==> src/rtl/move_arbiter_if.sv <==
`default_nettype none
// +----------------------------------------------------------------------+
// | move_arbiter_if: request, result and FSM-move signals of the arbiter  |
// | Revision: 1.0                                                         |
// +----------------------------------------------------------------------+
interface move_arbiter_if;
  logic       loc_valid;
  logic [7:0] loc_move;
  logic       loc_ready;
  logic       rem_valid;
  logic [7:0] rem_move;
  logic       rem_ready;
  logic [7:0] move;
  logic       move_avail;
  logic       res_valid;
  logic       res_src;
  logic [1:0] res_code;

  modport master (
    input  loc_valid, loc_move, rem_valid, rem_move,
    output loc_ready, rem_ready, move, move_avail, res_valid, res_src, res_code
  );

  modport slave (
    output loc_valid, loc_move, rem_valid, rem_move,
    input  loc_ready, rem_ready, move, move_avail, res_valid, res_src, res_code
  );
endinterface
`default_nettype wire

==> src/rtl/move_arbiter.sv <==
`default_nettype none
// +----------------------------------------------------------------------+
// | move_arbiter: shares the game FSM move input between local and remote |
// | requesters, range-checks moves and reports per-source outcomes.       |
// | Revision: 1.0                                                         |
// +----------------------------------------------------------------------+
module move_arbiter #(
  parameter int RESULT_TIMEOUT = 64,
  parameter int BOARD_DIM      = 9
) (
  input  logic       clk_in,
  input  logic       reset,
  input  logic       my_color,
  input  logic       turn,
  input  logic [5:0] fsm_state,
  input  logic       invalid_move,
  input  logic       game_over,
  output logic       busy,
  move_arbiter_if.master bus
);

  localparam int         c_tw   = (RESULT_TIMEOUT > 2) ? $clog2(RESULT_TIMEOUT) : 1;
  localparam logic [c_tw-1:0] c_tmax = c_tw'(RESULT_TIMEOUT - 1);
  localparam logic [4:0] c_dim  = 5'(BOARD_DIM);

  localparam logic [5:0] c_fsm_waiting  = 6'b000001;
  localparam logic [5:0] c_fsm_update   = 6'b000010;
  localparam logic [5:0] c_fsm_pass     = 6'b001000;
  localparam logic [5:0] c_fsm_pwaiting = 6'b010000;
  localparam logic [5:0] c_fsm_over     = 6'b100000;

  localparam logic [1:0] c_res_ok    = 2'b00;
  localparam logic [1:0] c_res_rej   = 2'b01;
  localparam logic [1:0] c_res_range = 2'b10;
  localparam logic [1:0] c_res_tmo   = 2'b11;

  typedef enum logic [2:0] {
    ST_IDLE   = 3'd0,
    ST_ISSUE  = 3'd1,
    ST_AWAIT  = 3'd2,
    ST_SETTLE = 3'd3,
    ST_OVER   = 3'd4
  } state_t;

  state_t          r_state, w_state_next;
  logic [7:0]      r_move;
  logic            r_src;
  logic [c_tw-1:0] r_timer;
  logic            r_res_pend;
  logic [1:0]      r_res_code_p;
  logic            r_res_src_p;

  logic       w_owner_loc, w_waiting, w_accept_st;
  logic       w_loc_ready, w_rem_ready, w_move_avail;
  logic       w_latch, w_latch_src;
  logic [7:0] w_latch_move;
  logic       w_pend_set, w_pend_src;
  logic [1:0] w_pend_code;
  logic       w_aw_res;
  logic [1:0] w_aw_code;

  // Pass (8'hFF) is always legal; anything else needs row and col on the board.
  function automatic logic f_out_of_range(input logic [7:0] m);
    return (m != 8'hFF) &&
           (({1'b0, m[7:4]} >= c_dim) || ({1'b0, m[3:0]} >= c_dim));
  endfunction

  assign w_owner_loc = (turn == my_color);
  assign w_waiting   = (fsm_state == c_fsm_waiting) || (fsm_state == c_fsm_pwaiting);
  assign w_accept_st = (fsm_state == c_fsm_update) || (fsm_state == c_fsm_pass) ||
                       (fsm_state == c_fsm_over);

  always_comb begin
    w_state_next = r_state;
    w_loc_ready  = 1'b0;
    w_rem_ready  = 1'b0;
    w_move_avail = 1'b0;
    w_latch      = 1'b0;
    w_latch_src  = 1'b0;
    w_latch_move = bus.loc_move;
    w_pend_set   = 1'b0;
    w_pend_src   = 1'b0;
    w_pend_code  = c_res_ok;
    w_aw_res     = 1'b0;
    w_aw_code    = c_res_ok;
    case (r_state)
      ST_IDLE: begin
        if (game_over) begin
          w_state_next = ST_OVER;
        end else if (w_owner_loc) begin
          if (w_waiting && bus.loc_valid) begin
            w_loc_ready  = 1'b1;
            w_latch      = 1'b1;
            w_latch_move = bus.loc_move;
            if (f_out_of_range(bus.loc_move)) begin
              w_pend_set  = 1'b1;
              w_pend_code = c_res_range;
            end else begin
              w_state_next = ST_ISSUE;
            end
          end else if (bus.rem_valid && !bus.loc_valid) begin
            // Remote tried to move out of turn: consume and reject it.
            w_rem_ready = 1'b1;
            w_pend_set  = 1'b1;
            w_pend_src  = 1'b1;
            w_pend_code = c_res_rej;
          end
        end else if (w_waiting && bus.rem_valid) begin
          w_rem_ready  = 1'b1;
          w_latch      = 1'b1;
          w_latch_src  = 1'b1;
          w_latch_move = bus.rem_move;
          if (f_out_of_range(bus.rem_move)) begin
            w_pend_set  = 1'b1;
            w_pend_src  = 1'b1;
            w_pend_code = c_res_range;
          end else begin
            w_state_next = ST_ISSUE;
          end
        end
      end
      ST_ISSUE: begin
        w_move_avail = 1'b1;
        w_state_next = game_over ? ST_OVER : ST_AWAIT;
      end
      ST_AWAIT: begin
        if (invalid_move) begin
          w_aw_res     = 1'b1;
          w_aw_code    = c_res_rej;
          w_state_next = game_over ? ST_OVER : ST_IDLE;
        end else if (w_accept_st || game_over) begin
          w_aw_res     = 1'b1;
          w_aw_code    = c_res_ok;
          w_state_next = game_over ? ST_OVER : ST_SETTLE;
        end else if (r_timer == c_tmax) begin
          w_aw_res     = 1'b1;
          w_aw_code    = c_res_tmo;
          w_state_next = ST_IDLE;
        end
      end
      ST_SETTLE: begin
        if (game_over)      w_state_next = ST_OVER;
        else if (w_waiting) w_state_next = ST_IDLE;
      end
      ST_OVER: begin
        w_state_next = ST_OVER;
      end
      default: begin
        w_state_next = ST_IDLE;
      end
    endcase
  end

  always_ff @(posedge clk_in or posedge reset) begin
    if (reset) begin
      r_state      <= ST_IDLE;
      r_move       <= 8'h00;
      r_src        <= 1'b0;
      r_timer      <= '0;
      r_res_pend   <= 1'b0;
      r_res_code_p <= c_res_ok;
      r_res_src_p  <= 1'b0;
    end else begin
      r_state      <= w_state_next;
      r_res_pend   <= w_pend_set;
      r_res_code_p <= w_pend_code;
      r_res_src_p  <= w_pend_src;
      if (w_latch) begin
        r_move <= w_latch_move;
        r_src  <= w_latch_src;
      end
      if (r_state == ST_ISSUE)      r_timer <= '0;
      else if (r_state == ST_AWAIT) r_timer <= r_timer + c_tw'(1);
    end
  end

  // Ready strobes are combinational, so they are masked while reset is held.
  assign bus.loc_ready  = w_loc_ready && !reset;
  assign bus.rem_ready  = w_rem_ready && !reset;
  assign bus.move       = r_move;
  assign bus.move_avail = w_move_avail;
  assign bus.res_valid  = w_aw_res | r_res_pend;
  assign bus.res_code   = w_aw_res ? w_aw_code : r_res_code_p;
  assign bus.res_src    = w_aw_res ? r_src : r_res_src_p;
  assign busy           = (r_state != ST_IDLE);

endmodule
`default_nettype wire

==> src/flat_wrapper.sv <==
// flat-port wrapper written by rule: the top's interface ports become plain ports
module move_arbiter_flat 
#(
  parameter int RESULT_TIMEOUT = 64,
  parameter int BOARD_DIM      = 9
)
  (clk_in, reset, my_color, turn, fsm_state, invalid_move, game_over, busy, bus_loc_valid, bus_loc_move, bus_rem_valid, bus_rem_move, bus_loc_ready, bus_rem_ready, bus_move, bus_move_avail, bus_res_valid, bus_res_src, bus_res_code);
  move_arbiter_if bus_i ();
  input  logic clk_in;
  input  logic reset;
  input  logic my_color;
  input  logic turn;
  input  logic [5:0] fsm_state;
  input  logic invalid_move;
  input  logic game_over;
  output logic busy;
  input wire logic [$bits(bus_i.loc_valid)-1:0] bus_loc_valid;
  input wire logic [$bits(bus_i.loc_move)-1:0] bus_loc_move;
  input wire logic [$bits(bus_i.rem_valid)-1:0] bus_rem_valid;
  input wire logic [$bits(bus_i.rem_move)-1:0] bus_rem_move;
  output wire logic [$bits(bus_i.loc_ready)-1:0] bus_loc_ready;
  output wire logic [$bits(bus_i.rem_ready)-1:0] bus_rem_ready;
  output wire logic [$bits(bus_i.move)-1:0] bus_move;
  output wire logic [$bits(bus_i.move_avail)-1:0] bus_move_avail;
  output wire logic [$bits(bus_i.res_valid)-1:0] bus_res_valid;
  output wire logic [$bits(bus_i.res_src)-1:0] bus_res_src;
  output wire logic [$bits(bus_i.res_code)-1:0] bus_res_code;
  assign bus_i.loc_valid = bus_loc_valid;
  assign bus_i.loc_move = bus_loc_move;
  assign bus_i.rem_valid = bus_rem_valid;
  assign bus_i.rem_move = bus_rem_move;
  assign bus_loc_ready = bus_i.loc_ready;
  assign bus_rem_ready = bus_i.rem_ready;
  assign bus_move = bus_i.move;
  assign bus_move_avail = bus_i.move_avail;
  assign bus_res_valid = bus_i.res_valid;
  assign bus_res_src = bus_i.res_src;
  assign bus_res_code = bus_i.res_code;
  move_arbiter #(.RESULT_TIMEOUT(RESULT_TIMEOUT), .BOARD_DIM(BOARD_DIM)) u_core (.clk_in(clk_in), .reset(reset), .my_color(my_color), .turn(turn), .fsm_state(fsm_state), .invalid_move(invalid_move), .game_over(game_over), .busy(busy), .bus(bus_i));
endmodule
==> config.mk <==
export PLATFORM = sky130hd
export DESIGN_NAME = move_arbiter_flat
export DESIGN_NICKNAME = d
export VERILOG_FILES = /design/src/rtl/move_arbiter_if.sv /design/src/rtl/move_arbiter.sv /design/src/flat_wrapper.sv
export SDC_FILE = /design/constraint.sdc
export NUM_CORES = 1
export LEC_CHECK = 0
export BUFFER_PORTS_ARGS = -buffer_cell sky130_fd_sc_hd__buf_4
export CAP_MARGIN = 0
export CORE_ASPECT_RATIO = 0.9
export CORE_MARGIN = 5
export CORE_UTILIZATION = 49
export CTS_CLUSTER_SIZE = 14
export DETAILED_ROUTE_END_ITERATION = 12
export PLACE_DENSITY = 0.82
export SYNTH_ARGS = -nofsm -noshare
export SYNTH_HDL_FRONTEND = slang
export SYNTH_SLANG_ARGS = --single-unit
==> constraint.sdc <==
create_clock -name clk_in -period 2.7 [get_ports clk_in]
set_clock_uncertainty 0.1 [all_clocks]
set_input_delay 0.675 -clock clk_in [delete_from_list [all_inputs] [get_ports clk_in]]
set_output_delay 0.675 -clock clk_in [all_outputs]
set_load 0.03 [all_outputs]
# Word-level counts from Yosys, hierarchy flattened
# Index checks and enable logic that the tools add are counted.
[totals] mem_bits_ro=0 latch_bits=0 memories=0 input_bits=30 word_cells=117 output_inout_bits=16 mem_bits_rw=0 ff_bits=22
[op_classes] div=0 n_eq_ne=19 n_mul=0 n_addsub=1 mux=66 reduce_logical=19 n_lt_le_gt_ge=4 n_bitwise=1 shifts=0
[ops] op="3-bit 2-to-1 mux" count=14
[ops] op="1-bit 2-to-1 mux" count=33
[ops] op="8-bit 2-to-1 mux" count=4
[ops] op="2-bit 2-to-1 mux" count=12
[ops] op="4-bit >= comparator, second input constant" count=4
[ops] op="8-bit inequality test, second input constant" count=2
[ops] op="3-bit one-hot mux with 5 select lines" count=1
[ops] op="6-bit equality test, second input constant" count=2
[ops] op="6-bit 2-to-1 mux" count=2
[ops] op="4-bit by 2-bit inequality test with 1-bit output, second input constant" count=2
[ops] op="4-bit inequality test, second input constant" count=2
[ops] op="1-bit logical AND" count=7
[ops] op="6-bit by 1-bit adder with 6-bit output, second input constant" count=1
[ops] op="3-bit by 2-bit equality test with 1-bit output, second input constant" count=2
[ops] op="6-bit by 1-bit equality test with 1-bit output, second input constant" count=1
[ops] op="6-bit by 2-bit equality test with 1-bit output, second input constant" count=1
[ops] op="6-bit by 4-bit equality test with 1-bit output, second input constant" count=1
[ops] op="6-bit by 5-bit equality test with 1-bit output, second input constant" count=1
[ops] op="1-bit logical OR" count=6
[ops] op="6-bit AND reduction" count=1
[ops] op="4-bit by 3-bit inequality test with 1-bit output, second input constant" count=1
[ops] op="3-bit by 1-bit equality test with 1-bit output, second input constant" count=1
[ops] op="3-bit equality test, second input constant" count=1
[ops] op="3-bit zero test" count=1
[ops] op="other kinds (6)" count=7

# Logic depth before layout (Yosys ltp)
# Gate-level depths: netlist of the first run.
[logic_depth] word_depth=8 ltp_mapped=6 ltp_nobuf=5

# Worst setup path before layout of the first run
# Ideal clock, no wire load.
[synth_timing] path_kind="input -> output" startpoint="in fsm_state[3]" endpoint="out bus_loc_ready" path_slack_ns=-0.295 path_stages=4 path_buffers=0 t_required_ns=1.925 arrival_ns=2.220 cell_sequence="or4_4 nor4_4 nand2_2 nor2_1"
[synth_via] elab_chain_len=8 word_cells_on_any_way=9 classes_between="eq/ne (2); mux (4); reduce/logical (3)"
[synth_rtl] element="from (decl)" line_no="flat_wrapper.sv:13" rtl="input logic [5:0] fsm_state;"
[synth_rtl] element="6-bit by 1-bit equality test with 1-bit output / 6-bit by 5-bit equality test with 1-bit output (equally long branches)" line_no="move_arbiter.sv:69" rtl="assign w_waiting = (fsm_state == c_fsm_waiting) || (fsm_state == c_fsm_pwaiting);"
[synth_rtl] element="1-bit logical OR *" line_no="move_arbiter.sv:69"
[synth_rtl] element="1-bit logical AND *" line_no="move_arbiter.sv:91" rtl="if (w_waiting && bus.loc_valid) begin"
[synth_rtl] element="1-bit 2-to-1 mux *" line_no="move_arbiter.sv:91"
[synth_rtl] element="1-bit 2-to-1 mux *" line_no="move_arbiter.sv:90" rtl="end else if (w_owner_loc) begin"
[synth_rtl] element="1-bit 2-to-1 mux *" line_no="move_arbiter.sv:88" rtl="if (game_over) begin"
[synth_rtl] element="1-bit 2-to-1 mux *" line_no="move_arbiter.sv:86" rtl="case (r_state)"
[synth_rtl] element="1-bit logical AND *" line_no="move_arbiter.sv:178" rtl="assign bus.loc_ready = w_loc_ready && !reset;"
[synth_rtl] element="to (decl)" line_no="flat_wrapper.sv:21" rtl="output wire logic [$bits(bus_i.loc_ready)-1:0] bus_loc_ready;"
# Every way passes the cells marked *; elsewhere a longest branch is shown, timed or not.

# Worst setup path in the final report of the first run
# Same ends and word-level chain as after synthesis.

==> results of run 1 <==
==> layout make-up <==
cell class	count	area, um2	area share
Clock buffer	3	22.5	0.0110
Clock inverter	1	30.0	0.0147
Inverter	5	18.8	0.00918
Multi-Input combinational cell	121	857	0.419
Sequential cell	22	553	0.271
Tap cell	30	37.5	0.0184
Timing Repair Buffer	67	526	0.257
==> power by group <==
part	leakage, uW	switching (uW)	internal (uW)
Combinational	0.000593	93.8	74.3
Clock	0.0000279	109	150
Sequential	0.000299	10.3	341
==> routing by layer <==
| metal | up-vias | wire (um) | GRT usage |
|---|---|---|---|
| met5 | - | 0 | 0 |
| met4 | 0 | 23 | 0.0693 |
| li1 | 710 | - | - |
| met3 | 6 | 310 | 0.0550 |
| met2 | 76 | 2190 | 0.366 |
| met1 | 721 | 1630 | 0.264 |
==> cells in the final DEF, fill, tap and decap left out, types with 3 or more instances in the layout <==
cell type	synthesis	routed
nor3_1	12	9
o21ai_0	14	13
a31oi_1	9	8
o31a_1	4	4
nand2_1	9	8
nand4_1	7	7
and3_1	3	3
buf_6	0	6
inv_1	5	5
nor2_1	11	10
xor2_1	7	7
nand3_1	12	11
clkbuf_4	0	3
buf_4	0	61
dfrtp_1	22	20
==> sequential cells by signal (all words and copies together), names as in the netlist <==
register,cells
u_core.r_timer,6
u_core.r_state,3
u_core.bus.move,8
u_core.r_res_src_p,1
u_core.r_src,1
u_core.r_res_code_p,2
u_core.r_res_pend,1
==> tightest hold or removal path, cell delays in order, from the launching register on <==
cell,delay (ns)
dfrtp_1,0.36
o21ai_0,0.08
nand2_1,0.06
==> through the flow <==
| stage | std cells | power, uW | utilization |
|---|---|---|---|
| after floorplan | 151 | 426 | - |
| after global placement | 238 | 506 | 0.683 |
| after detailed placement | 238 | 511 | 0.683 |
| after CTS | 246 | 771 | 0.738 |
| after global routing | 249 | 811 | 0.763 |
| final | 249 | 779 | 0.763 |
==> logic make-up (layout without fill, tap and decap cells) <==
family,count (synthesis),in the layout,share of synthesized area
adders and majority gates,1,1,0.00941
xor gates and xnor gates,9,9,0.0593
DFF,22,22,0.414
and+or+nand+nor,67,67,0.276
AOI/OAI and AO/OA,43,43,0.210
buffers and inverters,8,76,0.0235
muxes,1,1,0.00847
==> final timing paths <==
| check | from | endpoint | cells after the start |
|---|---|---|---|
| max in group asynchronous | reset | u_core.r_state[1] | 2 |
| min in group asynchronous | reset | u_core.r_res_pend | 2 |
| setup reg to reg | u_core.r_state[1] | u_core.r_res_pend | 5 |
| hold / removal | u_core.r_src | u_core.r_src | 2 |
| hold reg to reg | u_core.r_src | u_core.r_src | 2 |
| setup / recovery | fsm_state[3] | bus_loc_ready | 6 |
==> what timing repair did <==
action / in CTS / in global routing
setup endpoints to repair: 4 / 4
gates resized for setup: 13 / 11
pin swaps: 6 / 8
gates cloned: 0 / 0
setup buffers: 4 / 4
==> impl_metrics.csv, run 1 <==
group,metric,value,unit
synthesis,synth_edf_count,0,
synthesis,syn-num-nets,182,
grt,track_usage,0.213,
timing,worst_pin_slew,0.869,ns
detailed_routing,first_pass_iters,4,
detailed_routing,wl_per_cell,16.7,um
synthesis,synth_top_area_frac,0.414,
setup_path,crit_slowest_cell,"or4_4",
setup_path,worstPathArrival,2.03,ns
synthesis,yosysWarnings,0,
cells_and_area,syn2layout_area_growth,53.7,%
power,ir_drop,0.370,mV
timing,setup_viol,1,
setup_path,slowest_delay,0.58,ns
detailed_routing,drt_iter0_drc,123,
detailed_routing,drtAntennaViolNets,0,
timing,rsz0062_at_grt,"yes",
power,power.leakage,0.000920,uW
floorplanning,core,2680,um2
grt,grt_max_degree,23,
clocking,cts_buffers,3,
floorplanning,die_h,59.4,um
cells_and_area,antenna_cells,0,
setup_path,cp.required,1.92,ns
timing,whs,0.423,ns
clocking,hold_buffers,0,
cells_and_area,nFillCells,175,
clocking,clkTransAtPathRegs,0.13,ns
placed_design,dp_slack,-0.187,ns
setup_path,crit_chain,"buf_6 > or4_4 > nor4_4 > nand2_2 > nor2_4 > buf_6",
cells_and_area,drive_gt1_frac,0.420,
synthesis,synthTopCellsByCount,"dfrtp_1 (22), o21ai_0 (14), nand3_1 (12), nor3_1 (12), nor2_1 (11)",
synthesis,synth_area_leaders,"dfrtp_1 (41%), o21ai_0 (5.3%), xor2_1 (4.6%)",
outcome,status,"finished, violations left",
setup_path,path_max_fanout,3,
setup_path,cpMostUsedCell,"buf_6",
detailed_routing,route.detailed.drc,0,
clocking,clk_latency,0.32,ns
grt,grt_first_pass_wirelength,6340,um
clocking,cts.sinks,22,
floorplanning,rows,18,
timing,timing.fmax,356,MHz
clocking,root_buffer,"clkbuf_4",
setup_path,critical-path-top-delay-family,"simple AND/OR/NAND/NOR gates",
floorplanning,start_util,0.496,
placed_design,dpl_cell_area,1830,um2
floorplanning,pin_count,46,
hold_path,min_path_type,"reg -> reg",
setup_path,rrSetupSlack,0.76,ns
setup_path,cp-start-kind,"input pin",
setup_path,crit_type,"in -> out",
timing,finalCritPeriodShare,1.04,
synthesis,syn_inst,151,
placed_design,portBuffers,45,
detailed_routing,drt-total-wl,4150,um
setup_path,crit_buf_inv,2,
synthesis,avgSynthCellArea,8.81,um2
placed_design,place_hpwl,3010,um
timing,post-route-min-period,2.81,ns
detailed_routing,viasPerCell,6.08,
cells_and_area,nets,251,
clocking,tritoncts,"done",
synthesis,seq_area_frac_synth,0.414,
synthesis,ys_ff_latch,22,
synthesis,yosys.area.top_type,"dfrtp_1",
grt,overflow,0,
floorplanning,die-area,3860,um2
clocking,cts_max_level,1,
synthesis,synth_ff_type,"dfrtp_1",
floorplanning,die_w,64.9,um
synthesis,synth_cell_types,40,
timing,maxSlewViolCount,0,
power,p_per_area,381,nW/um2
outcome,violations,"setup timing",
clocking,clockBufferDepth,2,
setup_path,end_kind,"output port",
timing,setup_ws,-0.109,ns
grt,grt_pass1_vias,1480,
placed_design,place_congestion,0.866,
timing,setup_tns,-0.109,ns
cells_and_area,final_area,2040,um2
timing,slew_headroom,0.420,
job,drv_cap,0,
synthesis,async_flop_share,1.00,
synthesis,synth_area,1330,um2
synthesis,synth.most_common_cell,"dfrtp_1",
grt,antenna_found_initial,0,
timing,finalHoldViolCount,0,
detailed_routing,num_vias,1513,
(Power assumes the default switching activity.)
==> run 2, diff against run 1 <==
SETUP_SLACK_MARGIN = 0.5   (was not set)
==> run 2 against run 1 <==
Net effect: the flow still finishes with violations (setup timing); hold slack improved by 0.0093 ns; total power increased by 2.1%; cell area grew 4.9%; critical path type unchanged; critical endpoint unchanged.
==> impl_metrics.csv, run 2 (same netlist as run 1, synthesis figures left out) <==
group,metric,value,unit
detailed_routing,route.detailed.drc,0,
setup_path,crit_type,"in -> out",
placed_design,place_congestion,0.938,
grt,grt_pass1_vias,1601,
cells_and_area,syn2layout_area_growth,61.2,%
detailed_routing,first_pass_iters,4,
power,p_sw_frac,0.283,
cells_and_area,drive_gt1_frac,0.463,
grt,grt.met1_usage,0.284,
setup_path,cpMostUsedCell,"buf_6",
grt,antenna_found_initial,0,
grt,grt_max_degree,23,
power,net-switching-power,225,uW
clocking,clockBufferDepth,2,
setup_path,path_max_fanout,3,
outcome,violations,"setup timing",
placed_design,place_hpwl,3090,um
timing,finalCritPeriodShare,1.04,
job,drv_cap,0,
timing,worst_pin_slew,0.869,ns
grt,met2_usage,0.414,
hold_path,hold_depth,2,
placed_design,dp.cells,237,
floorplanning,die_h,59.4,um
setup_path,end_kind,"output port",
setup_path,worstPathArrival,2.02,ns
cells_and_area,final_cell_mix,"buf_4 (63), dfrtp_1 (19), o21ai_0 (12), nand3_1 (11), buf_6 (11)",
power,clock_power_share,0.326,
timing,setup_tns,-0.144,ns
timing,maxSlewViolCount,0,
timing,setup_ws,-0.0991,ns
detailed_routing,drtAntennaViolNets,0,
detailed_routing,wl_per_cell,20.1,um
cells_and_area,final_common_cell,"buf_4",
timing,post-route-min-period,2.80,ns
power,p_comb_frac,0.232,
placed_design,portBuffers,45,
setup_path,crit_chain,"buf_6 > or4_4 > nor4_4 > nand2_2 > nor2_4 > buf_6",
timing,rsz0062_at_grt,"yes",
setup_path,cp.required,1.92,ns
floorplanning,start_util,0.496,
clocking,clk_latency,0.31,ns
timing,whs,0.433,ns
grt,gr-usage-met3,0.0417,
hold_path,min_path_type,"reg -> reg",
setup_path,slowest_delay,0.57,ns
cells_and_area,fin_cells,257,
clocking,clkTransAtPathRegs,0.14,ns
cells_and_area,utilization,0.800,
cells_and_area,largest_reg_flops,8,
cells_and_area,antenna_cells,0,
detailed_routing,drt-total-wl,5170,um
power,ir_drop,0.225,mV
setup_path,reg2reg_depth,5,
grt,grt_first_pass_wirelength,7120,um
grt,track_usage,0.239,
grt,grt_busiest_layer,"met2",
power,power.leakage,0.000964,uW
detailed_routing,num_vias,1657,
cells_and_area,nets,259,
power,internal_power,570,uW
clocking,hold_buffers,0,
power,p_per_area,371,nW/um2
clocking,cts_max_level,1,
timing,finalHoldViolCount,0,
floorplanning,die_w,64.9,um
timing,slew_headroom,0.420,
detailed_routing,drt_iter0_drc,196,
timing,setup_viol,2,
placed_design,dp_slack,-0.224,ns
clocking,root_buffer,"clkbuf_4",
floorplanning,core,2680,um2
clocking,cts.sinks,22,
detailed_routing,viasPerCell,6.45,
setup_path,crit_slowest_cell,"or4_4",
setup_path,cp-start-kind,"input pin",
floorplanning,rows,18,
floorplanning,pin_count,46,
clocking,tritoncts,"done",
grt,overflow,0,
power,seq_power_share,0.442,
clocking,cts_buffers,3,
outcome,status,"finished, violations left",
floorplanning,die-area,3860,um2
timing,timing.fmax,357,MHz
-- run 2: final timing paths --
path                                   start                end  slack [ns]
max in group asynchronous              reset  u_core.r_state[1]        1.45
min                             u_core.r_src       u_core.r_src        0.43
max                             fsm_state[3]      bus_loc_ready        -0.1
min reg2reg                     u_core.r_src       u_core.r_src        0.43
min in group asynchronous              reset  u_core.r_state[0]        0.47
max reg2reg                u_core.r_state[1]  u_core.r_res_pend        0.63
-- run 2: area by class of cell --
class,count,area [um2]
well taps,30,37.5
flip-flops and latches,22,554
multi-input cells,121,880
clock inverters,1,30.0
inverters,5,18.8
repair buffers,75,602
fillers,164,536
clock buffers,3,22.5
-- run 2: critical path, delay by kind of cell --
kind                   cells  cell delay (ns)
buffers and inverters      2             0.22
AND/OR/NAND/NOR            4             1.11
-- run 2: per-layer routing --
metal	up-vias	share of wire
li1	733	-
met1	801	0.37
met2	96	0.50
met3	27	0.080
met4	0	0.051
met5	-	0
-- run 2: timing repair --
action / 4_1_cts / 5_1_grt
endpoints found under the hold margin: 0 / 0
buffers inserted: 5 / 10
gates cloned: 0 / 1
setup endpoints to repair: 7 / 17
pin swaps: 12 / 17
gates resized for setup: 19 / 15
-- run 2: power groups by stage --
stage,clock (uW),combinational (uW),sequential [uW]
after floorplan,0,58.1,369
after global placement,0,153,355
after detailed placement,0,158,356
after CTS,254,165,351
after global routing,275,194,353
final,259,184,352
-- run 2: stage by stage --
stage               total power, uW  cell area [um2]
detailed placement              514             1840
global route                    822             2140
global placement                509             1840
floorplan                       427             1380
finish                          795             2140
CTS                             770             2020
